[src/rtl/uart_tx_mmio_pkg.sv]
`default_nettype none
// ============================================================================
// Module      : uart_tx_mmio_pkg
// Description : Register offsets, STATUS bit positions and FSM encodings
//               shared by the memory-mapped UART transmitter.
// Revision    : 1.0 - initial release
// ============================================================================
package uart_tx_mmio_pkg;

    localparam logic [1:0] UART_TXDATA  = 2'd0;
    localparam logic [1:0] UART_STATUS  = 2'd1;
    localparam logic [1:0] UART_BAUDDIV = 2'd2;
    localparam logic [1:0] UART_CTRL    = 2'd3;

    localparam int STAT_FULL  = 0;
    localparam int STAT_EMPTY = 1;
    localparam int STAT_BUSY  = 2;
    localparam int STAT_OVF   = 3;
    localparam int STAT_CNT   = 4;

    typedef enum logic [1:0] {
        ST_IDLE  = 2'd0,
        ST_START = 2'd1,
        ST_DATA  = 2'd2,
        ST_STOP  = 2'd3
    } tx_state_e;

endpackage
`default_nettype wire

[src/rtl/sync_fifo.sv]
`default_nettype none
// ============================================================================
// Module      : sync_fifo
// Description : Single-clock show-ahead FIFO; push/pop ignored when full/empty.
// Revision    : 1.0 - initial release
// ============================================================================
module sync_fifo #(
    parameter int WIDTH = 8,
    parameter int DEPTH = 8
) (
    input  logic                     clk,
    input  logic                     rst,
    input  logic                     push_i,
    input  logic                     pop_i,
    input  logic [WIDTH-1:0]         wdata_i,
    output logic [WIDTH-1:0]         rdata_o,
    output logic                     full_o,
    output logic                     empty_o,
    output logic [$clog2(DEPTH):0]   count_o
);
    localparam int AW = $clog2(DEPTH);

    logic [WIDTH-1:0] mem_q [DEPTH];
    logic [AW-1:0]    wr_ptr_q;
    logic [AW-1:0]    rd_ptr_q;
    logic [AW:0]      count_q;
    logic             w_push;
    logic             w_pop;

    assign w_push  = push_i && !full_o;
    assign w_pop   = pop_i && !empty_o;
    // DEPTH is a power of two, so the count MSB alone flags full
    assign full_o  = count_q[AW];
    assign empty_o = (count_q == '0);
    assign count_o = count_q;
    assign rdata_o = mem_q[rd_ptr_q];

    always_ff @(posedge clk) begin
        if (w_push) begin
            mem_q[wr_ptr_q] <= wdata_i;
        end
    end

    always_ff @(posedge clk) begin
        if (rst) begin
            wr_ptr_q <= '0;
            rd_ptr_q <= '0;
            count_q  <= '0;
        end else begin
            if (w_push) begin
                wr_ptr_q <= wr_ptr_q + AW'(1);
            end
            if (w_pop) begin
                rd_ptr_q <= rd_ptr_q + AW'(1);
            end
            count_q <= count_q + {{AW{1'b0}}, w_push} - {{AW{1'b0}}, w_pop};
        end
    end

endmodule
`default_nettype wire

[src/rtl/uart_tx_mmio.sv]
`default_nettype none
// ============================================================================
// Module      : uart_tx_mmio
// Description : Bus-attached 8N1 UART transmitter with TX FIFO and registers.
// Revision    : 1.0 - initial release
// ============================================================================
module uart_tx_mmio
    import uart_tx_mmio_pkg::*;
#(
    parameter logic [31:0] BASE_ADDR   = 32'h1000_0000,
    parameter int          FIFO_DEPTH  = 8,
    parameter logic [15:0] DEFAULT_DIV = 16'd867
) (
    input  logic        clk,
    input  logic        rst,
    input  logic        mem_ce,
    input  logic        mem_we,
    input  logic [31:0] mem_addr,
    input  logic [3:0]  mem_sel,
    input  logic [31:0] mem_data_i,
    output logic [31:0] mem_data_o,
    output logic        tx
);
    localparam int CNT_W = $clog2(FIFO_DEPTH) + 1;

    logic             w_sel, w_wr, w_rd, w_push_req;
    logic [1:0]       w_reg;
    logic             fifo_pop, fifo_full, fifo_empty;
    logic [7:0]       fifo_rdata;
    logic [CNT_W-1:0] fifo_count;
    logic [31:0]      status_w;
    logic             w_unused;

    logic             ovf_q, en_q, tx_q, tx_d;
    logic [15:0]      baud_div_q, baud_cnt_q, baud_cnt_d;
    logic [7:0]       shift_q, shift_d;
    logic [2:0]       bit_cnt_q, bit_cnt_d;
    tx_state_e        state_q, state_d;

    assign w_sel      = mem_ce && (mem_addr[31:4] == BASE_ADDR[31:4]);
    assign w_wr       = w_sel && mem_we;
    assign w_rd       = w_sel && !mem_we;
    assign w_reg      = mem_addr[3:2];
    assign w_push_req = w_wr && (w_reg == UART_TXDATA) && mem_sel[0];
    assign tx         = tx_q;
    assign w_unused   = ^{mem_addr[1:0], mem_sel[3:2], mem_data_i[31:16]};

    sync_fifo #(
        .WIDTH (8),
        .DEPTH (FIFO_DEPTH)
    ) u_fifo (
        .clk     (clk),
        .rst     (rst),
        .push_i  (w_push_req),
        .pop_i   (fifo_pop),
        .wdata_i (mem_data_i[7:0]),
        .rdata_o (fifo_rdata),
        .full_o  (fifo_full),
        .empty_o (fifo_empty),
        .count_o (fifo_count)
    );

    always_ff @(posedge clk) begin
        if (rst) begin
            ovf_q      <= 1'b0;
            baud_div_q <= DEFAULT_DIV;
            en_q       <= 1'b1;
        end else begin
            // FULL is the pre-edge value, so a same-edge pop cannot rescue the byte
            if (w_push_req && fifo_full) begin
                ovf_q <= 1'b1;
            end else if (w_wr && (w_reg == UART_STATUS) && mem_data_i[STAT_OVF]) begin
                ovf_q <= 1'b0;
            end
            if (w_wr && (w_reg == UART_BAUDDIV)) begin
                if (mem_sel[0]) baud_div_q[7:0]  <= mem_data_i[7:0];
                if (mem_sel[1]) baud_div_q[15:8] <= mem_data_i[15:8];
            end
            if (w_wr && (w_reg == UART_CTRL)) begin
                en_q <= mem_data_i[0];
            end
        end
    end

    always_ff @(posedge clk) begin
        if (rst) begin
            state_q    <= ST_IDLE;
            tx_q       <= 1'b1;
            shift_q    <= '0;
            bit_cnt_q  <= '0;
            baud_cnt_q <= '0;
        end else begin
            state_q    <= state_d;
            tx_q       <= tx_d;
            shift_q    <= shift_d;
            bit_cnt_q  <= bit_cnt_d;
            baud_cnt_q <= baud_cnt_d;
        end
    end

    always_comb begin
        state_d    = state_q;
        shift_d    = shift_q;
        bit_cnt_d  = bit_cnt_q;
        baud_cnt_d = baud_cnt_q - 16'd1;
        tx_d       = tx_q;
        fifo_pop   = 1'b0;
        case (state_q)
            ST_IDLE: begin
                baud_cnt_d = baud_cnt_q;
                tx_d       = 1'b1;
                if (en_q && !fifo_empty) begin
                    fifo_pop   = 1'b1;
                    state_d    = ST_START;
                    shift_d    = fifo_rdata;
                    bit_cnt_d  = 3'd0;
                    baud_cnt_d = baud_div_q;
                    tx_d       = 1'b0;
                end
            end
            ST_START: begin
                if (baud_cnt_q == 16'd0) begin
                    state_d    = ST_DATA;
                    baud_cnt_d = baud_div_q;
                    tx_d       = shift_q[0];
                end
            end
            ST_DATA: begin
                if (baud_cnt_q == 16'd0) begin
                    baud_cnt_d = baud_div_q;
                    if (bit_cnt_q == 3'd7) begin
                        state_d = ST_STOP;
                        tx_d    = 1'b1;
                    end else begin
                        shift_d   = {1'b0, shift_q[7:1]};
                        bit_cnt_d = bit_cnt_q + 3'd1;
                        tx_d      = shift_q[1];
                    end
                end
            end
            ST_STOP: begin
                if (baud_cnt_q == 16'd0) begin
                    state_d = ST_IDLE;
                    tx_d    = 1'b1;
                end
            end
            default: state_d = ST_IDLE;
        endcase
    end

    always_comb begin
        status_w                  = '0;
        status_w[STAT_FULL]       = fifo_full;
        status_w[STAT_EMPTY]      = fifo_empty;
        status_w[STAT_BUSY]       = (state_q != ST_IDLE) || !fifo_empty;
        status_w[STAT_OVF]        = ovf_q;
        status_w[STAT_CNT +: 5]   = 5'(fifo_count);
        mem_data_o                = '0;
        if (!rst && w_rd) begin
            case (w_reg)
                UART_STATUS:  mem_data_o = status_w;
                UART_BAUDDIV: mem_data_o = {16'h0, baud_div_q};
                UART_CTRL:    mem_data_o = {31'h0, en_q};
                default:      mem_data_o = '0;
            endcase
        end
    end

endmodule
`default_nettype wire
[config.mk]
export PLATFORM = sky130hd
export DESIGN_NAME = uart_tx_mmio
export DESIGN_NICKNAME = d
export VERILOG_FILES = /design/src/rtl/uart_tx_mmio_pkg.sv /design/src/rtl/sync_fifo.sv /design/src/rtl/uart_tx_mmio.sv
export SDC_FILE = /design/constraint.sdc
export NUM_CORES = 1
export LEC_CHECK = 0
export CORE_MARGIN = 3
export CORE_UTILIZATION = 53
export DETAILED_ROUTE_END_ITERATION = 12
export GPL_ROUTABILITY_DRIVEN = 0
export HOLD_SLACK_MARGIN = 0.08
export PLACE_DENSITY_LB_ADDON = 0.08
export SLEW_MARGIN = 30
export SYNTH_ARGS = -nofsm -noshare
export SYNTH_HDL_FRONTEND = slang
export SYNTH_SLANG_ARGS = --single-unit
[constraint.sdc]
create_clock -name clk -period 3.45 [get_ports clk]
set_input_delay 0.69 -clock clk [delete_from_list [all_inputs] [get_ports clk]]
set_output_delay 0.69 -clock clk [all_outputs]
set_load 0.005 [all_outputs]
Yosys cells after proc, flatten, opt, wreduce, memory -nomap -nowiden --
Memories as Yosys holds them, arrays and structs flattened. A register that Yosys moved wholly into a read port is not among the register bits. Cells that the tools add are included.
Operators by class: multiplexer cells 33, multipliers 0, $lt $le $gt $ge 0, shift-type cells 0, reductions and logical operators 32, $add $sub $neg 6, div/mod/pow operators 0, equal/unequal tests 14, bitwise operators 0
Operators by type and width (number):
- 16-bit 2-to-1 mux | 3
- 16-bit case mux with 3 select lines | 1
- 16-bit case mux with 2 select lines | 1
- 28-bit by 25-bit equality test with 1-bit output (second input constant) | 1
- 8-bit 2-to-1 mux | 3
- 16-bit logical NOT | 1
- 8-bit case mux with 2 select lines | 1
- 16-bit by 1-bit subtractor with 16-bit output (second input constant) | 1
- 3-bit 2-to-1 mux | 5
- 1-bit logical AND | 14
- 2-bit inequality test (second input constant) | 6
- 1-bit 2-to-1 mux | 11
- 2-bit 2-to-1 mux | 5
- 3-bit by 1-bit adder with 3-bit output (second input constant) | 3
- 2-bit equality test (second input constant) | 4
- 2-bit case mux with 4 select lines | 1
- 3-bit case mux with 2 select lines | 1
- 2-bit nonzero test | 3
- 5-bit AND reduction | 1
- 4-bit by 1-bit adder with 4-bit output | 1
- 2-bit by 1-bit equality test with 1-bit output (second input constant) | 2
- 1-bit logical NOT | 4
- 2-bit logical NOT | 2
- 4-bit logical NOT | 1
- other kinds (8) | 9
Storage, ports and cells: bits in latches 0, ROM bits 0, output and inout bits 33, input bits 72, register bits 58, bits in writable memories 64, memories kept 1
Memory list:
- u_fifo.mem_q | words 8, bits a word 8, rd ports 1, clocked after memory_dff 1, wr ports 1, line sync_fifo.sv:23 | logic [WIDTH-1:0] mem_q [DEPTH];

Logic depth before layout (Yosys ltp) --
depth in word-level cells 8, mapped depth 12, mapped depth without buffers 11

Hierarchy --
Synthesis repeated with hierarchy kept, for this count alone.
Second synthesis, totals: cell total of the unflattened synthesis 555, area total of the unflattened synthesis 6257.3 µm²
Modules (own cells, without submodules):
- sync_fifo | sequential area each 2182.1 µm², area an instance 3146.8 µm², cells an instance 168, times used 1
- uart_tx_mmio | sequential area each 960.9 µm², area an instance 3110.5 µm², cells an instance 387, times used 1

Worst setup path after synthesis --
Ideal clock, no wire load.
path type input to register, start point in mem_addr[5], end point mem u_fifo.mem_q[2][0] (enable), data arrival time 2.564 ns, path slack 0.502 ns, path buffers 0, required time 3.067 ns, setup time 0.383 ns, stages 5, path through nor4_1 > nand4_1 > nor4_2 > nand2_1 > nor3_1
Between the ends: word-level cells in the longest chain between the ends 8
RTL lines:
- from (decl) | line uart_tx_mmio.sv:18 | input logic [31:0] mem_addr,
- 28-bit by 25-bit equality test with 1-bit output | line uart_tx_mmio.sv:40 | assign w_sel = mem_ce && (mem_addr[31:4] == BASE_ADDR[31:4]);
- 1-bit logical AND | line uart_tx_mmio.sv:40
- 1-bit logical AND | line uart_tx_mmio.sv:41 | assign w_wr = w_sel && mem_we;
- 1-bit logical AND (2 in a row) | line uart_tx_mmio.sv:44 | assign w_push_req = w_wr && (w_reg == UART_TXDATA) && mem_sel[0];
- 1-bit logical AND | line sync_fifo.sv:30 | assign w_push = push_i && !full_o;
- named net u_fifo.w_push | line sync_fifo.sv:27 | logic w_push;
- 1-bit 2-to-1 mux | line sync_fifo.sv:39 | if (w_push) begin
- 1-bit 2-to-1 mux (not written as such) | line sync_fifo.sv:40 | mem_q[wr_ptr_q] <= wdata_i;
- to (decl) | line sync_fifo.sv:23
The timed path passes the listed nets, and every way through them passes these cells.

Worst setup path in the final report --
start point in mem_addr[24], end point out mem_data_o[10]
Between the ends: word-level cells in the longest chain between the ends 5
RTL lines:
- 28-bit by 25-bit equality test with 1-bit output | line uart_tx_mmio.sv:40
- 1-bit logical AND | line uart_tx_mmio.sv:40
- 1-bit logical AND | line uart_tx_mmio.sv:42 | assign w_rd = w_sel && !mem_we;
- 1-bit logical AND | line uart_tx_mmio.sv:159 | if (!rst && w_rd) begin
- 16-bit 2-to-1 mux | line uart_tx_mmio.sv:159
- to (decl) | line uart_tx_mmio.sv:21 | output logic [31:0] mem_data_o,
No other way between the ends.

==> key figures <==
Timing
  • Setup-failing EPs final: 3
  • Final Max Slew Viols: 0
  • Final Hold Fails: 0
  • Post-route clock period utilization: 102%
  • Unrepaired setup endpoints after global routing: true
  • Post-layout worst setup margin: -55.9 ps
  • Setup TNS: -125 ps
  • Peak Freq: 0.285 GHz
  • Worst Skew: 5.81 ps
  • Rel. slew slack: 43.0%
  • Measured slew at the worst slew-check pin: 853 ps
  • Min cycle time layout: 3510 ps

Global routing
  • Overall routing resource usage: 23.0%
  • Initial antenna violation count: 0
  • First-pass GRT wire length: ~22000 um
  • Congestion Overflow GR: 0
  • Vias in the first global route: around 4400
  • Largest net degree at the start of global routing: 40

Pwr
  • NetSw: approximately 0.0019 W
  • Clock power frac: 30.9%
  • Comb pwr share: 34.5%
  • Leakage: 2.68 nW
  • Maximum VDD drop: between 400 and 500 uV
  • Power Dens Cells: 732 nW/um2
  • Switching share of power: 34.2%
  • Cell-internal power: 0.00356 W
  • Sequential share of power: a little over a third

Final layout
  • Non-Filler Instances: 751
  • Diode count: 0
  • Layout Nets: 690
  • Filler cell count: 767
  • Area Growth Syn to Fin: 26.1%
  • Register area: 3140 um2
  • Area of the multi-input gates: 2540 um2
  • Utilization after layout: between 70% and 80%
  • Share of layout cells above drive strength 1: 15.3%

Synth
  • Post-synthesis adder-cell area fraction: 3.54%
  • Top-area cell type share of the netlist area: 32.8%
  • Most frequently used flop master after synthesis: edfxtp_1
  • Mux contribution to synthesized area: 12.3%
  • Synth area leader: edfxtp_1
  • Xor and xnor fraction of the mapped netlist area: 0.896%
  • Largest family of logic cells by synthesized area: simple AND/OR/NAND/NOR gates
  • Asr flop ratio synth: 0%
  • Syn_area_per_cell: 11.5 um2
  • Synth Area in Compound Gates: between 10% and 20%
  • Number of synthesized register bits: 125
  • Synth area leaders: edfxtp_1 33%, dfxtp_1 21%, mux4_2 6.1%
  • Synth unique cells: between 60 and 70
  • Mapped Area: 5860 um2
  • Simple-gate share of the synthesized area: 14.3%
  • Ys Warns: 0
  • Sequential-to-total area share from yosys stat: 53.6%
  • Mapped Cells: 510
  • Number of synthesized flops with an enable pin: 64

Placement
  • IO buf count: 68
  • Placed insts: 715
  • Detailed Place HPWL: ~9500 um

Worst setup path
  • Slowest-stage cell, CP: clkdlybuf4s50_1
  • Worst EP required: 2760 ps
  • CP Data Arrival Time: 2820 ps
  • Worst setup EP type: primary output
  • Startpoint Class: input pin
  • Crit Path Max Fanout: 3
  • Crit Path Category: input pin to primary output
  • Max stage delay on crit path: roughly 500 ps
  • Worst path cell trace: clkdlybuf4s50_1, nor4_2, nand4_1, buf_4, nor4_2, buf_4, and3_1, clkdlybuf4s50_1

Floorplanning
  • Initial core utilization: between 50% and 60%
  • Io pins: 105
  • Std cell rows: 37
  • Die Wd: about 110 um
  • Die area: 12400 um2
  • DIE HEIGHT: 111 um
  • Core area: approximately 11000 um2

Clock network
  • Worst skew pair latency: roughly 530 ps
  • TritonCTS Buffers: 17
  • H-Tree Depth: 4
  • CTS tree: built
  • Sink Count: about 130
  • Clock transition at path regs: 50 ps
  • Bufs on Longest Clock Path: 2
  • Clock root buffer master: clkbuf_8

Run status
  • Run status: finished with violations
  • Failing checks: negative setup slack

Detailed routing
  • Drc violations: 0
  • Vias: 4370
  • DR iter-0 viols: slightly below 300
  • 1st-pass router iterations: 5
  • WL final: between 10000 and 15000 um
  • DR vias/cell: 5.82
  • Wire per inst: about 18 um
  • Antenna Violating Nets Remaining: 0

Min path
  • Hold Crit Class: flop to flop

Run
  • Max-cap violations: 0
## path summary, 6_finish.rpt
kind	end	cells past startpoint	start	slack, ps
worst max register to register	baud_cnt_q[15]	7	baud_cnt_q[0]	540
worst min-delay path	tx	1	tx	470
worst max-delay path	mem_data_o[10]	8	mem_addr[24]	-60
worst min register to register	tx	1	tx	470
## kinds of logic after synthesis
family	after synthesis
simple gates	168
compound gates	82
fa+ha+maj	16
other cells	1
xor+xnor	6
flops	125
buf+inv	60
mux	52
## synthesized netlist by cell type, drive strengths merged, types with 4 or more instances
master	n
nand4	6
nor3	10
a21o	5
nor3b	4
o22ai	4
a21oi	12
dfxtp	61
a32o	7
clkbuf	17
mux2i	35
nor4	11
nor2b	6
nand2	40
a32oi	4
ha	15
a211oi	5
edfxtp	64
buf	22
a22oi	10
o21ai	16
inv	20
a221oi	4
and3	9
nor2	55
nand3	12
mux4	16
## layer usage
metal,up-vias,global-route usage (%),wire (um)
li1,2064,-,-
met1,2089,30.3,6170
met2,188,35.9,6250
met3,29,7.75,1020
met4,0,7.87,299
met5,-,0,0
## flip-flops by register name, summed over array words and instances (netlist names), named ones only
name,flops
u_fifo.mem_q,64
baud_cnt_q,16
baud_div_q,16
shift_q,8
u_fifo.count_o,4
bit_cnt_q,3
u_fifo.rd_ptr_q,3
u_fifo.wr_ptr_q,3
state_q,2
en_q,1
ovf_q,1
tx,1
## through the flow
| step | hold slack [ps] | total power [W] | cell area (um2) | setup slack [ps] |
|---|---|---|---|---|
| after floorplan | 436 | 0.00331 | 5920 | 502 |
| after global placement | 451 | 0.00367 | 6750 | -196 |
| after detailed placement | 464 | 0.00374 | 6750 | -217 |
| after CTS | 476 | 0.00543 | 7360 | -21.5 |
| after global routing | 498 | 0.00573 | 7400 | -128 |
| final | 470 | 0.00542 | 7400 | -55.9 |
## final cells by class
| type | count | share of cell area [%] |
|---|---|---|
| Tap cell | 136 | 2.30 |
| Clock inverter | 10 | 1.57 |
| Sequential cell | 125 | 42.5 |
| Multi-Input combinational cell | 340 | 34.4 |
| Clock buffer | 22 | 5.99 |
| Timing Repair Buffer | 97 | 12.2 |
| Inverter | 21 | 1.07 |
## power by group through the flow
stage          logic [W]  clock network, W  registers [W]
6_report         0.00187           0.00167        0.00188
5_1_grt          0.00206           0.00176        0.00191
4_1_cts          0.00186           0.00169        0.00188
3_5_place_dp     0.00184                 0        0.00191
3_3_place_gp     0.00177                 0        0.00190
2_1_floorplan    0.00146                 0        0.00184
## worst max-delay path: cells and delay by family
kind / cells / cell delay [ps]
buf+inv: 4 / 1260
simple gates: 4 / 860
## placed cells by master, fill, tap and decap left out, types with 5 or more instances in the layout
cell | synthesis | layout
a211oi_1 | 5 | 5
a21o_1 | 5 | 5
a21oi_1 | 12 | 12
a22oi_1 | 10 | 10
a32o_1 | 7 | 7
and3_1 | 9 | 9
buf_4 | 17 | 27
clkbuf_16 | 0 | 16
clkdlybuf4s50_1 | 0 | 61
conb_1 | 1 | 16
dfxtp_1 | 61 | 61
dlygate4sd2_1 | 0 | 6
edfxtp_1 | 64 | 64
ha_1 | 15 | 15
inv_1 | 20 | 20
mux2i_1 | 35 | 35
mux4_2 | 16 | 16
nand2_1 | 40 | 40
nand3_1 | 12 | 11
nand4_1 | 6 | 6
nor2_1 | 55 | 52
nor2b_1 | 6 | 6
nor3_1 | 8 | 8
nor4_1 | 9 | 5
nor4_2 | 1 | 5
o21ai_0 | 15 | 15
## repair_timing
action / CTS / global route
gates resized for setup: 12 / 6
pin swaps: 4 / 4
hold buffers: 0 / 0
setup buffers: 3 / 1
setup endpoints to repair: 16 / 12
Power figures use the tool's default switching activity.
